### src/rtl/branch_predictor_if.sv
// Fetch-side lookup and EX-side resolution bundle of the branch predictor.
// The pipeline drives through master and the predictor sits behind slave.
interface branch_predictor_if;
  logic [31:0] if_pc;
  logic        pred_taken;
  logic [31:0] pred_target;
  logic        ex_valid;
  logic        ex_is_branch;
  logic        ex_is_jump;
  logic [31:0] ex_pc;
  logic        ex_taken;
  logic [31:0] ex_target;
  logic        ex_pred_taken;
  logic [31:0] ex_pred_target;
  logic        redirect;
  logic [31:0] redirect_pc;
  logic        flush;
  logic [31:0] branch_count;
  logic [31:0] mispredict_count;

  modport master (
    output if_pc, ex_valid, ex_is_branch, ex_is_jump, ex_pc, ex_taken,
           ex_target, ex_pred_taken, ex_pred_target,
    input  pred_taken, pred_target, redirect, redirect_pc, flush,
           branch_count, mispredict_count
  );

  modport slave (
    input  if_pc, ex_valid, ex_is_branch, ex_is_jump, ex_pc, ex_taken,
           ex_target, ex_pred_taken, ex_pred_target,
    output pred_taken, pred_target, redirect, redirect_pc, flush,
           branch_count, mispredict_count
  );
endinterface

### src/rtl/branch_predictor.sv
// Direct-mapped BTB with 2-bit bimodal counters: zero-latency IF prediction,
// same-cycle EX mispredict redirect, table training and saturating statistics.
module branch_predictor #(
  parameter int unsigned INDEX_BITS = 4,
  parameter logic [1:0]  CTR_INIT   = 2'b01
) (
  input  logic              clk,
  input  logic              rst_n,
  branch_predictor_if.slave bp
);

  localparam int unsigned ENTRIES  = 1 << INDEX_BITS;
  localparam int unsigned TAG_BITS = 30 - INDEX_BITS;
  localparam int unsigned TAG_LSB  = INDEX_BITS + 2;

  logic                entry_valid  [ENTRIES];
  logic [TAG_BITS-1:0] entry_tag    [ENTRIES];
  logic [31:0]         entry_target [ENTRIES];
  logic [1:0]          entry_ctr    [ENTRIES];

  logic [INDEX_BITS-1:0] if_idx;
  logic [TAG_BITS-1:0]   if_tag;
  logic                  if_hit;
  logic                  pred_taken_c;

  logic [INDEX_BITS-1:0] ex_idx;
  logic [TAG_BITS-1:0]   ex_tag;
  logic                  ex_hit;
  logic                  ex_jump;
  logic                  ex_branch;
  logic                  ex_control;
  logic [31:0]           ex_fallthrough;
  logic [1:0]            ctr_inc;
  logic [1:0]            ctr_dec;

  logic                  redirect_c;
  logic [31:0]           redirect_pc_c;

  logic [31:0]           branch_count_q;
  logic [31:0]           mispredict_count_q;

  logic                  unused_pc_bits;

  assign unused_pc_bits = ^{bp.if_pc[1:0], bp.ex_pc[1:0]};

  // IF lookup: reads see the pre-edge table, so an EX write this cycle is invisible here
  assign if_idx = bp.if_pc[TAG_LSB-1:2];
  assign if_tag = bp.if_pc[31:TAG_LSB];

  always_comb begin
    if_hit       = entry_valid[if_idx] && (entry_tag[if_idx] == if_tag);
    pred_taken_c = rst_n && if_hit && entry_ctr[if_idx][1];
  end

  assign bp.pred_taken  = pred_taken_c;
  assign bp.pred_target = pred_taken_c ? entry_target[if_idx] : bp.if_pc + 32'd4;

  // EX classification; a branch that is also flagged as a jump behaves as a jump
  assign ex_idx         = bp.ex_pc[TAG_LSB-1:2];
  assign ex_tag         = bp.ex_pc[31:TAG_LSB];
  assign ex_jump        = bp.ex_is_jump;
  assign ex_branch      = bp.ex_is_branch && !bp.ex_is_jump;
  assign ex_control     = bp.ex_is_branch || bp.ex_is_jump;
  assign ex_fallthrough = bp.ex_pc + 32'd4;

  always_comb begin
    ex_hit  = entry_valid[ex_idx] && (entry_tag[ex_idx] == ex_tag);
    ctr_inc = (entry_ctr[ex_idx] == 2'b11) ? 2'b11 : entry_ctr[ex_idx] + 2'd1;
    ctr_dec = (entry_ctr[ex_idx] == 2'b00) ? 2'b00 : entry_ctr[ex_idx] - 2'd1;
  end

  // Mispredict detection against the prediction carried down from IF
  always_comb begin
    redirect_c    = 1'b0;
    redirect_pc_c = 32'd0;
    if (rst_n && bp.ex_valid) begin
      if (ex_control && bp.ex_taken &&
          (!bp.ex_pred_taken || (bp.ex_pred_target != bp.ex_target))) begin
        redirect_c    = 1'b1;
        redirect_pc_c = bp.ex_target;
      end else if (ex_branch && !bp.ex_taken && bp.ex_pred_taken) begin
        redirect_c    = 1'b1;
        redirect_pc_c = ex_fallthrough;
      end else if (!ex_control && bp.ex_pred_taken) begin
        redirect_c    = 1'b1;
        redirect_pc_c = ex_fallthrough;
      end
    end
  end

  assign bp.redirect    = redirect_c;
  assign bp.redirect_pc = redirect_pc_c;
  assign bp.flush       = redirect_c;

  // Table training from the resolved EX instruction
  always_ff @(posedge clk) begin
    if (!rst_n) begin
      for (int i = 0; i < int'(ENTRIES); i++) begin
        entry_valid[i]  <= 1'b0;
        entry_tag[i]    <= '0;
        entry_target[i] <= 32'd0;
        entry_ctr[i]    <= CTR_INIT;
      end
    end else if (bp.ex_valid) begin
      if (ex_jump) begin
        entry_valid[ex_idx]  <= 1'b1;
        entry_tag[ex_idx]    <= ex_tag;
        entry_target[ex_idx] <= bp.ex_target;
        entry_ctr[ex_idx]    <= 2'b11;
      end else if (ex_branch) begin
        if (bp.ex_taken) begin
          entry_valid[ex_idx]  <= 1'b1;
          entry_tag[ex_idx]    <= ex_tag;
          entry_target[ex_idx] <= bp.ex_target;
          entry_ctr[ex_idx]    <= ex_hit ? ctr_inc : 2'b10;
        end else if (ex_hit) begin
          entry_ctr[ex_idx] <= ctr_dec;
        end
      end else if (bp.ex_pred_taken) begin
        entry_valid[ex_idx] <= 1'b0;
      end
    end
  end

  // Saturating performance counters
  always_ff @(posedge clk) begin
    if (!rst_n) begin
      branch_count_q     <= 32'd0;
      mispredict_count_q <= 32'd0;
    end else begin
      if (bp.ex_valid && ex_control && (branch_count_q != 32'hFFFF_FFFF)) begin
        branch_count_q <= branch_count_q + 32'd1;
      end
      if (redirect_c && (mispredict_count_q != 32'hFFFF_FFFF)) begin
        mispredict_count_q <= mispredict_count_q + 32'd1;
      end
    end
  end

  assign bp.branch_count     = branch_count_q;
  assign bp.mispredict_count = mispredict_count_q;

endmodule
### src/flat_wrapper.sv
// flat-port wrapper written by rule: the top's interface ports become plain ports
module branch_predictor_flat 
#(
  parameter int unsigned INDEX_BITS = 4,
  parameter logic [1:0]  CTR_INIT   = 2'b01
)
  (clk, rst_n, bp_if_pc, bp_ex_valid, bp_ex_is_branch, bp_ex_is_jump, bp_ex_pc, bp_ex_taken, bp_ex_target, bp_ex_pred_taken, bp_ex_pred_target, bp_pred_taken, bp_pred_target, bp_redirect, bp_redirect_pc, bp_flush, bp_branch_count, bp_mispredict_count);
  branch_predictor_if bp_i ();
  input  logic clk;
  input  logic rst_n;
  input wire logic [$bits(bp_i.if_pc)-1:0] bp_if_pc;
  input wire logic [$bits(bp_i.ex_valid)-1:0] bp_ex_valid;
  input wire logic [$bits(bp_i.ex_is_branch)-1:0] bp_ex_is_branch;
  input wire logic [$bits(bp_i.ex_is_jump)-1:0] bp_ex_is_jump;
  input wire logic [$bits(bp_i.ex_pc)-1:0] bp_ex_pc;
  input wire logic [$bits(bp_i.ex_taken)-1:0] bp_ex_taken;
  input wire logic [$bits(bp_i.ex_target)-1:0] bp_ex_target;
  input wire logic [$bits(bp_i.ex_pred_taken)-1:0] bp_ex_pred_taken;
  input wire logic [$bits(bp_i.ex_pred_target)-1:0] bp_ex_pred_target;
  output wire logic [$bits(bp_i.pred_taken)-1:0] bp_pred_taken;
  output wire logic [$bits(bp_i.pred_target)-1:0] bp_pred_target;
  output wire logic [$bits(bp_i.redirect)-1:0] bp_redirect;
  output wire logic [$bits(bp_i.redirect_pc)-1:0] bp_redirect_pc;
  output wire logic [$bits(bp_i.flush)-1:0] bp_flush;
  output wire logic [$bits(bp_i.branch_count)-1:0] bp_branch_count;
  output wire logic [$bits(bp_i.mispredict_count)-1:0] bp_mispredict_count;
  assign bp_i.if_pc = bp_if_pc;
  assign bp_i.ex_valid = bp_ex_valid;
  assign bp_i.ex_is_branch = bp_ex_is_branch;
  assign bp_i.ex_is_jump = bp_ex_is_jump;
  assign bp_i.ex_pc = bp_ex_pc;
  assign bp_i.ex_taken = bp_ex_taken;
  assign bp_i.ex_target = bp_ex_target;
  assign bp_i.ex_pred_taken = bp_ex_pred_taken;
  assign bp_i.ex_pred_target = bp_ex_pred_target;
  assign bp_pred_taken = bp_i.pred_taken;
  assign bp_pred_target = bp_i.pred_target;
  assign bp_redirect = bp_i.redirect;
  assign bp_redirect_pc = bp_i.redirect_pc;
  assign bp_flush = bp_i.flush;
  assign bp_branch_count = bp_i.branch_count;
  assign bp_mispredict_count = bp_i.mispredict_count;
  branch_predictor #(.INDEX_BITS(INDEX_BITS), .CTR_INIT(CTR_INIT)) u_core (.clk(clk), .rst_n(rst_n), .bp(bp_i));
endmodule
### config.mk
export PLATFORM = sky130hd
export DESIGN_NAME = branch_predictor_flat
export DESIGN_NICKNAME = d
export VERILOG_FILES = /design/src/rtl/branch_predictor_if.sv /design/src/rtl/branch_predictor.sv /design/src/flat_wrapper.sv
export SDC_FILE = /design/constraint.sdc
export NUM_CORES = 2
export LEC_CHECK = 0
export CAP_MARGIN = 30
export CORE_ASPECT_RATIO = 2
export CORE_MARGIN = 5
export CORE_UTILIZATION = 30
export DETAILED_ROUTE_END_ITERATION = 10
export PLACE_DENSITY = 0.5
export SLEW_MARGIN = 10
export SYNTH_ARGS = -nofsm -noshare
export SYNTH_HDL_FRONTEND = slang
export SYNTH_SLANG_ARGS = --single-unit
### constraint.sdc
create_clock -name clk -period 16.1 [get_ports clk]
set_input_delay 3.22 -clock clk [delete_from_list [all_inputs] [get_ports clk]]
set_output_delay 3.22 -clock clk [all_outputs]
set_load 0.005 [all_outputs]
==> out/results.ini <==
[floorplan]
core_um2=181000
io_pins=266
start_util=0.301
dieArea_um2=191000
rows=221
die_height_um=614
die_width_um=312

[timing]
min_period_ns=12.05
rsz0062_at_grt=false
setup_violations=0
fin_tns_setup_ns=0
hold_viol=0
final_max_slew_viol_count=0
fmax_mhz=83.0
fin_crit_sh=0.748
finClkSkew_ns=0.0574
setup_slack_ns=4.05
max_slew_margin=0.281
worst_slew_pin_slew_ns=1.07

[power_and_ir_drop]
power_frac_comb=0.133
cellInternalPower_uw=4700
power_leakage_uw=0.0216
power_switching_uw=1750
ir_worst_vdd_mv=0.0772
p_sw_frac=0.272
pwr-share-seq=0.489
clkPwrFrac=0.378
power.total_uw=6450
power_density_nw_per_um2=102

[run]
drv_cap=0

[grt]
grt_start_max_net_pins=115
grtUsageTotal=0.248
grt_pass1_vias=39200
grt_pass1_wl_um=330000
grt_antenna_before_repair=23
overflow=0

[worst_setup_path]
critPathMaxFanout=70
regToRegEndpoint=u_core.entry_ctr[13][1]$_SDFFCE_PN0P_
r2r_setup_slack_ns=11.69
required_ns=12.88
rr_worst_depth=9
cp.arrival_ns=8.83
r2r-start=u_core.entry_tag[0][2]$_SDFFCE_PN0P_
path_class=in -> out
worst_setup_path_end_kind=output pin
worstSetupStartpointType=primary input

[synthesis]
synth_edf_count=960
syn_nets=4270
synth_top_family_by_area=multiplexers
synth_xor_area_frac=0.0263
yosys.area_share.simple=0.162
syn_area_um2=54700
synthMuxAreaShare=0.172
yosys_warnings=0
yosysUniqueCellTypes=81
syn_inst=4128
synth_fa_ha_area_frac=0.00160
ys_ff_latch=1040
synthFlopType=edfxtp_1
syn-mean-instance-area_um2=13.2
synthArstFlopShare=0
yosysSeqAreaShare=0.556
synth-compound-area-share=0.0480

[clocking]
cts_tree=done
holdBufCountCts=0
cts_max_level=3
numCtsBuffers=97
cts.sink_count=1040
cts_resized=0
post_cts_buffers=0
cts_buffer_depth=3
cts_root_buf=clkbuf_16
clkLatencyLatePin_ns=0.74
path_clk_slew_ns=0.07

[detailed_routing]
first_pass_iters=7
wl_um=243000
postRouteAntennaNets=0
initialDrtViolationCount=3908
wl_per_cell_um=36.5
drc_errors=0
vias=37900
vias_per_cell=5.69

[place]
hpwlAfterDp_um=165000
placed_area_um2=60200
pre_cts_ws_ns=4.00
place_congestion=0.974
io_buffers=265

[outcome]
outcome=finished clean

[hold_path]
hold_path.class=reg -> reg
whs_endpoint=u_core.bp.branch_count[19]$_SDFFE_PN0P_
min_path_cells=2
min_from=u_core.bp.branch_count[19]$_SDFFE_PN0P_

[layout]
drive_above_1_share=0.180
finalInstanceArea_um2=63500
nets=4379
syn_to_final_growth_pct=16.1
fill_cells=17700
final_cell_mix=960 x edfxtp_1, 820 x and2_1, 314 x mux4_2
final_util=0.350
seq_area_um2=30400
mostFrequentLayoutCell=edfxtp_1
multi_input_area_um2=22700

[layer usage]
layer  up-vias  GRT usage  part of all wire
met5         -          0           0.00013
met4         4      0.143             0.070
met3       599     0.0396             0.061
li1      15600          -                 -
met1     19900      0.270              0.35
met2      1836      0.455              0.52
[layout make-up]
cell class	instances	share of cell area
sequential	1040	0.479
multi-input combinational	2644	0.358
timing repair buffer	422	0.0634
tap	2341	0.0461
clock buffer	114	0.0392
clock inverter	65	0.0117
inverter	32	0.00191
antenna	8	0.000315
[cell usage after synthesis, types with 7 or more instances]
library cell / n / area [µm²]
a211oi_1: 11 / 82.6
a21boi_0: 18 / 135
a21oi_1: 55 / 275
a21oi_2: 10 / 87.6
a221oi_1: 17 / 149
a22oi_1: 59 / 443
a31oi_1: 19 / 119
and2_1: 820 / 5130
and3_1: 68 / 425
and4_1: 7 / 61.3
buf_1: 30 / 113
buf_2: 35 / 175
buf_4: 18 / 135
buf_6: 10 / 113
clkbuf_1: 318 / 1190
dfxtp_1: 80 / 1600
edfxtp_1: 960 / 28800
ha_1: 7 / 87.6
inv_1: 24 / 90.1
mux2_2: 82 / 923
mux2i_1: 142 / 1420
mux4_2: 314 / 7070
nand2_1: 143 / 537
nand2b_1: 11 / 68.8
nand3_1: 63 / 315
nand4_1: 39 / 244
nor2_1: 164 / 616
nor2b_1: 25 / 156
nor3_1: 125 / 626
nor3b_1: 9 / 67.6
nor4_1: 25 / 156
o211ai_1: 8 / 60.1
o21ai_0: 51 / 255
o21ai_1: 10 / 50.1
o21bai_1: 17 / 128
o221ai_1: 7 / 61.3
o22ai_1: 28 / 175
or2_2: 7 / 43.8
or3_1: 23 / 144
or4_1: 7 / 52.6
xnor2_1: 92 / 806
xor2_1: 72 / 631
[cell families (layout without fill, tap and decap cells)]
kind of cell             Yosys count  count (layout)
buffers and inverters            444             633
XOR/XNOR                         164             164
flip-flops                      1040            1040
adder cells (fa/ha/maj)            7               7
multiplexers                     538             538
AND/OR/NAND/NOR                 1558            1558
AO/OA/AOI/OAI                    377             377
other                              0               8
[state kept, by name, indices dropped and copies added, names as in the netlist]
register,flops
u_core.bp.branch_count,32
u_core.bp.mispredict_count,32
u_core.entry_ctr,32
u_core.entry_tag,416
u_core.entry_target,512
u_core.entry_valid,16
[worst max-delay path: stages]
cell and delay (ns):
buf_8 0.61, buf_4 0.83, or3b_2 0.55, o22ai_1 0.19
a21oi_1 0.38, o32a_1 0.31, nor3b_1 0.21, o211ai_1 0.13
nor3b_1 0.25, nand4_1 0.65, buf_4 0.59, mux2_2 0.32
clkdlybuf4s50_1 0.50
[power by group through the flow]
stage | registers (µW) | clock network, µW | logic [µW]
6_report | 3150 | 2440 | 860
5_1_grt | 3160 | 2570 | 883
4_1_cts | 3150 | 2480 | 862
3_5_place_dp | 3210 | 0 | 859
3_3_place_gp | 3200 | 0 | 855
2_1_floorplan | 3190 | 0 | 449
[worst max path at each step]
stage	start	end	depth (start not counted)
global placement	bp_if_pc[2]	bp_pred_target[7]	13
CTS	bp_if_pc[2]	bp_pred_target[19]	13
global route	bp_if_pc[2]	bp_pred_target[17]	13
floorplan	bp_if_pc[2]	bp_pred_target[0]	10
detailed placement	bp_if_pc[2]	bp_pred_target[19]	13
finish	bp_if_pc[2]	bp_pred_target[28]	13
[metrics by stage]
step | hold slack (ns) | std cells
finish | 0.525 | 6666
global route | 0.543 | 6659
CTS | 0.526 | 6657
detailed placement | 0.510 | 6478
global placement | 0.497 | 6462
floorplan | 0.474 | 4128
Power figures use the tool's default switching activity.
